===== src/rtl/regfile_pkg.sv =====
// Shared constants and types for the register file and its write-port sequencing.
package regfile_pkg;

    localparam int REG_ADDR_W = 5;
    localparam int REG_DATA_W = 32;
    localparam int NUM_REGS   = 32;

    typedef enum logic {
        INIT = 1'b0,
        RUN  = 1'b1
    } rf_arb_state_t;

endpackage


===== src/rtl/rr_arbiter.sv =====
// Combinational round-robin grant: first asserted request at or above ptr, wrapping to bit 0.
module rr_arbiter #(
    parameter int N = 3,
    localparam int IW = (N > 1) ? $clog2(N) : 1
) (
    input  logic [N-1:0]  req,
    input  logic [IW-1:0] ptr,
    output logic [N-1:0]  gnt,
    output logic [IW-1:0] gnt_idx
);

    logic [N-1:0] upper;
    logic [N-1:0] sel;

    // Requests at or above the pointer take priority; otherwise fall back to a plain lowest-index pick.
    for (genvar gi = 0; gi < N; gi++) begin : g_upper
        assign upper[gi] = req[gi] & (IW'(gi) >= ptr);
    end

    assign sel = (|upper) ? upper : req;

    always_comb begin
        gnt     = '0;
        gnt_idx = '0;
        for (int i = N - 1; i >= 0; i--) begin
            if (sel[i]) begin
                gnt     = '0;
                gnt[i]  = 1'b1;
                gnt_idx = IW'(i);
            end
        end
    end

endmodule


===== src/rtl/regfile_wr_arbiter.sv =====
// Owns the regfile write port: post-reset clear sweep, then round-robin writeback arbitration.
module regfile_wr_arbiter
    import regfile_pkg::*;
#(
    parameter int          NREQ       = 3,
    parameter bit          INIT_EN    = 1'b1,
    parameter logic [31:0] INIT_VALUE = 32'h0
) (
    input  logic                       clk,
    input  logic                       rst_n,
    input  logic [NREQ-1:0]            req_valid,
    input  logic [NREQ*REG_ADDR_W-1:0] req_addr,
    input  logic [NREQ*REG_DATA_W-1:0] req_data,
    output logic [NREQ-1:0]            req_ready,
    output logic                       rf_we,
    output logic [REG_ADDR_W-1:0]      rf_rw,
    output logic [REG_DATA_W-1:0]      rf_din,
    output logic                       init_done
);

    localparam int IW = (NREQ > 1) ? $clog2(NREQ) : 1;

    rf_arb_state_t        st;
    logic [REG_ADDR_W-1:0] cnt;
    logic [IW-1:0]         rr_ptr;

    logic [NREQ-1:0]       gnt;
    logic [IW-1:0]         gnt_idx;
    logic                  any_gnt;
    logic [REG_ADDR_W-1:0] addr_arr [NREQ];
    logic [REG_DATA_W-1:0] data_arr [NREQ];
    logic [REG_ADDR_W-1:0] sel_addr;
    logic [REG_DATA_W-1:0] sel_data;

    for (genvar gi = 0; gi < NREQ; gi++) begin : g_unpack
        assign addr_arr[gi] = req_addr[gi*REG_ADDR_W +: REG_ADDR_W];
        assign data_arr[gi] = req_data[gi*REG_DATA_W +: REG_DATA_W];
    end

    rr_arbiter #(.N(NREQ)) u_arb (
        .req     (req_valid),
        .ptr     (rr_ptr),
        .gnt     (gnt),
        .gnt_idx (gnt_idx)
    );

    // Grants are masked during the sweep so no writeback can race the clear.
    assign req_ready = (st == RUN) ? gnt : '0;
    assign any_gnt   = |req_ready;
    assign sel_addr  = addr_arr[gnt_idx];
    assign sel_data  = data_arr[gnt_idx];

    always_ff @(posedge clk or negedge rst_n) begin
        if (!rst_n) begin
            st        <= INIT;
            cnt       <= '0;
            rr_ptr    <= '0;
            rf_we     <= 1'b0;
            rf_rw     <= '0;
            rf_din    <= '0;
            init_done <= 1'b0;
        end else if (st == INIT) begin
            if (INIT_EN) begin
                rf_we  <= 1'b1;
                rf_rw  <= cnt;
                rf_din <= INIT_VALUE;
                cnt    <= cnt + 1'b1;
                if (cnt == REG_ADDR_W'(NUM_REGS - 1)) begin
                    init_done <= 1'b1;
                    st        <= RUN;
                end
            end else begin
                rf_we     <= 1'b0;
                init_done <= 1'b1;
                st        <= RUN;
            end
        end else begin
            if (any_gnt) begin
                rf_rw  <= sel_addr;
                rf_din <= sel_data;
                // Writes to $zero complete the handshake but never reach the array.
                rf_we  <= (sel_addr != '0);
                rr_ptr <= (gnt_idx == IW'(NREQ - 1)) ? '0 : gnt_idx + 1'b1;
            end else begin
                rf_we <= 1'b0;
            end
        end
    end

endmodule


===== config.mk =====
export PLATFORM = sky130hd
export DESIGN_NAME = regfile_wr_arbiter
export DESIGN_NICKNAME = d
export VERILOG_FILES = /design/src/rtl/regfile_pkg.sv /design/src/rtl/rr_arbiter.sv /design/src/rtl/regfile_wr_arbiter.sv
export SDC_FILE = /design/constraint.sdc
export NUM_CORES = 1
export LEC_CHECK = 0
export BUFFER_PORTS_ARGS = -buffer_cell sky130_fd_sc_hd__clkbuf_2
export CORE_UTILIZATION = 47
export CTS_CLUSTER_SIZE = 40
export DETAILED_ROUTE_END_ITERATION = 7
export HOLD_SLACK_MARGIN = 0.05
export PLACE_DENSITY = 0.85
export RECOVER_POWER = 25
export SETUP_SLACK_MARGIN = 0.4
export SYNTH_ARGS = -nofsm -noshare
export SYNTH_HDL_FRONTEND = slang
export SYNTH_HIERARCHICAL = 1
export SYNTH_SLANG_ARGS = --single-unit

===== constraint.sdc =====
create_clock -name clk -period 4.2 [get_ports clk]
set_input_delay 0.42 -clock clk [delete_from_list [all_inputs] [get_ports clk]]
set_output_delay 0.42 -clock clk [all_outputs]
set_load 0.02 [all_outputs]

Word level (Yosys, flattened, before mapping)
Index checks and enable logic that the tools add are counted.
{"block": "op_classes", "mux": 23, "order_cmp": 4, "n_bitwise": 5, "eq_ne": 3, "reduce_logical": 5, "n_addsub": 2}
{"cell": "$mux W32", "n": 4}
{"cell": "$bmux W32 S2", "n": 1}
{"cell": "$mux W5", "n": 4}
{"cell": "$mux W3", "n": 5}
{"cell": "$bmux W5 S2", "n": 1}
{"cell": "$mux W2", "n": 4}
{"cell": "$reduce_or A3 Y1", "n": 2}
{"cell": "$add A5 B1 Y5 const B", "n": 1}
{"cell": "$eq A5 B5 Y1 const B", "n": 1}
{"cell": "$reduce_bool A5 Y1", "n": 1}
{"cell": "$ge A1 B2 Y1 const A", "n": 2}
{"cell": "$mux W1", "n": 4}
{"cell": "$reduce_and A2 Y1", "n": 2}
{"cell": "$and A1 B1 Y1", "n": 3}
{"cell": "$ge A3 B3 Y1 const B", "n": 1}
{"cell": "$not A2 Y3", "n": 1}
{"cell": "$add A2 B1 Y2 const B", "n": 1}
{"cell": "$eq A2 B2 Y1 const B", "n": 1}
{"cell": "$ge A2 B2 Y1 const A", "n": 1}
{"cell": "$ne A2 B1 Y1 const B", "n": 1}
{"cell": "$not A1 Y1", "n": 1}
{"block": "totals", "wordCells": 49, "register_bits": 47, "input_bits": 116}

Longest topological paths before layout
{"block": "depth", "ltp_word": 14, "ltp_mapped": 9}

Hierarchy
The synthesis kept the hierarchy.
{"module": "regfile_wr_arbiter", "cells_each": 282, "area_per_inst_um2": 2621.3, "n_inst": 1, "seq_area_each_um2": 1176.1}
{"module": "rr_arbiter", "cells_each": 12, "area_per_inst_um2": 83.8, "n_inst": 1, "seq_area_each_um2": 0.0}

Least setup slack after synthesis
OpenSTA, ideal clock, no wires.
{"block": "synth_path", "path_type": "register to register", "from": "register rr_ptr[1]", "to": "register rf_we", "path_buffers": 2, "stages_incl_launch_ff": 9, "synth_period_minus_slack_ns": 1.881, "setup_time_ns": 0.141, "setup_slack_ns": 2.319, "t_required_ns": 4.059, "arrival_ns": 1.740, "cell_sequence": "dfrtp_1 -> nor2b_1 -> o31a_1 -> buf_4 -> buf_6 -> mux2i_1 -> o2bb2ai_1 -> nor4_1 -> a31oi_1"}
{"block": "synth_via", "word_cells_on_any_way": 23, "classes_between": "order compare (3); mux (13); bitwise (4); reduce/logical (3)"}
{"item": "start: declaration", "line_no": "regfile_wr_arbiter.sv:25", "source": "logic [IW-1:0] rr_ptr;"}
{"item": "start signal: assignment", "line_no": "regfile_wr_arbiter.sv:83", "source": "rr_ptr <= (gnt_idx == IW'(NREQ - 1)) ? '0 : gnt_idx + 1'b1;"}
{"item": "$ge A1 B2 Y1 or $ge A2 B2 Y1 (tied branches)", "line_no": "rr_arbiter.sv:17", "source": "assign upper[gi] = req[gi] & (IW'(gi) >= ptr);"}
{"item": "$and A1 B1 Y1", "line_no": "rr_arbiter.sv:17"}
{"item": "$reduce_or A3 Y1", "line_no": "rr_arbiter.sv:20", "source": "assign sel = (|upper) ? upper : req;"}
{"item": "$mux W3 (*)", "line_no": "rr_arbiter.sv:20"}
{"item": "$mux W3 (2 in a row)", "line_no": "rr_arbiter.sv:26", "source": "if (sel[i]) begin"}
{"item": "$mux W3 (*)", "line_no": "rr_arbiter.sv:26"}
{"item": "via gnt[2]", "line_no": "regfile_wr_arbiter.sv:27", "source": "logic [NREQ-1:0] gnt;"}
{"item": "$mux W3 (*)", "line_no": "regfile_wr_arbiter.sv:48", "source": "assign req_ready = (st == RUN) ? gnt : '0;"}
{"item": "$reduce_or A3 Y1 (*)", "line_no": "regfile_wr_arbiter.sv:49", "source": "assign any_gnt = |req_ready;"}
{"item": "$mux W1 (*)", "line_no": "regfile_wr_arbiter.sv:78", "source": "if (any_gnt) begin"}
{"item": "$mux W1 (*)", "line_no": "regfile_wr_arbiter.sv:62", "source": "end else if (st == INIT) begin"}
{"item": "end signal: assignment", "line_no": "regfile_wr_arbiter.sv:82", "source": "rf_we <= (sel_addr != '0);"}
{"item": "end: declaration", "line_no": "regfile_wr_arbiter.sv:15", "source": "output logic rf_we,"}
Mark *: on every way through the listed nets, which the timed path passes. The rest lies on a longest branch. The select of a mux whose other input is x is not followed.
A chain may end at the register's enable or synchronous reset.

Worst setup path after layout
{"block": "layout_path", "from": "register rr_ptr[1]", "to": "output port req_ready[2]"}
{"block": "layout_via", "elab_chain_cells": 8, "word_cells_on_any_way": 12, "classes_between": "order compare (3); mux (5); bitwise (3); reduce/logical (1)"}
{"item": "$ge A1 B2 Y1 or $ge A2 B2 Y1 (tied branches)", "line_no": "rr_arbiter.sv:17"}
{"item": "$and A1 B1 Y1", "line_no": "rr_arbiter.sv:17"}
{"item": "$reduce_or A3 Y1", "line_no": "rr_arbiter.sv:20"}
{"item": "$mux W3 (*)", "line_no": "rr_arbiter.sv:20"}
{"item": "$mux W3 (2 in a row)", "line_no": "rr_arbiter.sv:26"}
{"item": "$mux W3 (*)", "line_no": "rr_arbiter.sv:26"}
{"item": "via gnt[2]", "line_no": "regfile_wr_arbiter.sv:27"}
{"item": "$mux W3 (*)", "line_no": "regfile_wr_arbiter.sv:48"}
{"item": "end: declaration", "line_no": "regfile_wr_arbiter.sv:14", "source": "output logic [NREQ-1:0] req_ready,"}
Mark *: on every way through the listed nets, which the timed path passes. The rest lies on a longest branch.

==> flow_metrics.py <==
metrics = {
    "grt": {
        "antenna_found_initial": 0,
        "gr-usage-all-layers_pct": 24.0,
        "grt_pass1_wl_um": 11500,
        "gr-total-overflow": 0,
        "grt_max_degree": 48,
        "grt_pass1_vias": 2647,
    },
    "die": {
        "dieArea_um2": 6060,
        "design.core.area_um2": 5540,
        "die_h_um": 77.9,
        "start_util_pct": 48.8,
        "die_x_um": 77.9,
        "num_rows": 27,
        "pin_count": 158,
    },
    "flow_run": {
        "cap_violations": 1,
    },
    "synthesis": {
        "synthTopCellsByArea": "dfrtp_1 (43%), mux2i_1 (14%), a21oi_1 (6.3%)",
        "yosys-top-cells-count": "dfrtp_1 (47), mux2i_1 (37), nor2_1 (35)",
        "ys_warn_count": 6,
        "avgSynthCellArea_um2": 9.20,
        "yosys_register_bits": 47,
        "ys_seq_area_share_pct": 43.5,
        "yosys.area.top_type": "dfrtp_1",
        "syn_inst": 294,
        "synthDistinctLibCells": 34,
        "synth-edff-count": 0,
        "netlist_area_um2": 2710,
        "syn_nets": 412,
        "synth_most_common_cell": "dfrtp_1",
        "async_flop_share_pct": 100,
        "synth_ff_type": "dfrtp_1",
        "yosysTopAreaCellShare_pct": 43.5,
    },
    "clock_tree": {
        "cts_tree": "built",
        "clkLatencyLatePin_ps": 290,
        "clk_path_buf_depth": 2,
        "post_cts_resized": 0,
        "clk_pin_slew_ps": 90,
        "ctsHtreeMaxLevel": 2,
        "numCtsBuffers": 5,
        "root_buffer": "clkbuf_8",
        "cts_sinks": 47,
        "hold_buffers": 0,
        "post-cts-setup-buffers": 0,
    },
    "cells_and_area": {
        "final_util_pct": 64.4,
        "nets": 556,
        "antennaDiodeCount": 0,
        "area_growth_pct": 31.9,
        "drive_gt1_share_pct": 39.9,
        "fillers": 517,
    },
    "timing": {
        "fin_ws_ps": 1370,
        "slew_viol_final": 48,
        "fin_crit_ps": 2830,
        "post-route-period-util_pct": 67.3,
        "grt_setup_unrepaired": "no",
        "worst_pin_slew_ps": 2490,
        "whs_ps": 393,
        "setup_tns_ps": 0,
        "fmax_mhz": 354,
        "slew_headroom_pct": -66.3,
        "hold_violations": 0,
        "fin_skew_ps": 6.46,
        "setup_viol": 0,
    },
    "route": {
        "vias_per_cell": 5.25,
        "vias": 2684,
        "routedWlPerCell_um": 13.9,
        "antenna_left": 0,
        "drc": 0,
        "wl_um": 7110,
        "drt_first_iter_violations": 143,
        "first_pass_iters": 4,
    },
    "place": {
        "routabilityCongestion": 0.807,
        "dp.final_hpwl_um": 5410,
        "io_buffers": 157,
        "place_ws_ps": 1410,
    },
    "pwr": {
        "p_leak_nw": 1.81,
        "p_per_area_nw_per_um2": 618,
        "post-layout-total-power_mw": 2.21,
        "irDropWorstVdd_uv": 396,
    },
    "critical_path": {
        "cp.required_ps": 3780,
        "slowest_stage": "o31a_2",
        "path_max_fanout": 22,
        "cp-end-kind": "output pin",
        "path_cells": "nor3b_1, o31a_2, buf_4, and2_1, clkbuf_2",
        "path_buf_inv": 2,
        "crit_type": "flop to output pin",
        "cp_data_arrival_time_ps": 2410,
        "critPathLaunchType": "flop",
        "cp_slowest_stage_delay_ps": 590,
        "cpLargestDelayFamily": "buffers and inverters",
    },
    "outcome": {
        "violations": "max-capacitance violations, max-slew violations",
        "outcome": "finished, violations left",
    },
    "min_path": {
        "hold_path.class": "primary input to flop",
    },
}
sequential cells by signal, summed over array words and instances (netlist names):
| register | flops |
|---|---|
| rr_ptr | 2 |
| st | 1 |
| init_done | 1 |
| cnt | 5 |
| rf_rw | 5 |
| rf_we | 1 |
| rf_din | 32 |
through the flow:
step / cell area (µm²) / instances
final: 3570 / 511
after global routing: 3570 / 511
after CTS: 3570 / 511
after global placement: 3470 / 503
after detailed placement: 3470 / 503
after floorplan: 2710 / 294
layer usage:
layer  global-route usage (%)  wire length, µm  up-vias
li1                         -                -     1324
met1                     28.1             2970     1244
met2                     44.8             3690      108
met3                     3.18              365        8
met4                     8.30               84        0
met5                        0                0        -
logic make-up after synthesis:
group	count (synthesis)	synth area share [%]
fa+ha+maj	2	0.925
compound gates	81	17.0
buf+inv	29	6.38
flops	47	43.5
simple gates	92	16.4
mux	39	14.5
xor+xnor	4	1.30
report_power, final:
group	leakage (nW)	internal [mW]	switching, mW
combinational	1.18	0.433	0.725
clock	0.0515	0.150	0.141
sequential	0.580	0.641	0.117
total	1.81	1.22	0.983
worst register-to-register path, delay by kind of cell, from the launching register on:
kind,cells,cell delay [ps]
AND/OR/NAND/NOR,3,1090
AO/OA/AOI/OAI,3,850
flip-flops,1,440
buffers and inverters,1,360
final timing paths:
check / depth (start not counted) / slack, ps / endpoint / startpoint
max reg2reg: 7 / 1400 / rf_we$_DFF_PN0_ / rr_ptr[0]$_DFFE_PN0P_
max: 5 / 1370 / req_ready[2] / rr_ptr[1]$_DFFE_PN0P_
min: 3 / 390 / rf_din[10]$_DFFE_PN0P_ / req_data[42]
min reg2reg: 1 / 460 / init_done$_DFFE_PN0P_ / init_done$_DFFE_PN0P_
max in group asynchronous: 2 / 1790 / st$_DFF_PN0_ / rst_n
min in group asynchronous: 2 / 990 / rf_din[5]$_DFFE_PN0P_ / rst_n
cells in the final DEF, fill, tap and decap left out, drive strengths merged, types with 2 or more instances in the layout:
cell type / instances
clkbuf: 166
dfrtp: 47
mux2i: 37
nor2: 35
a21oi: 34
o21ai: 33
nand3: 33
nor2b: 8
nand2: 6
buf: 6
and2: 4
o2bb2ai: 4
a221o: 4
xnor2: 3
mux2: 2
ha: 2
inv: 2
final cells by class:
| type | count | area (µm²) | share of cell area [%] |
|---|---|---|---|
| Tap cell | 72 | 90.1 | 2.52 |
| Multi-Input combinational cell | 218 | 1360 | 38.1 |
| Timing Repair Buffer | 164 | 835 | 23.4 |
| Inverter | 2 | 7.51 | 0.210 |
| Sequential cell | 47 | 1180 | 33.0 |
| Clock buffer | 8 | 100 | 2.81 |
Note: power is estimated with default switching activity, not from simulation.
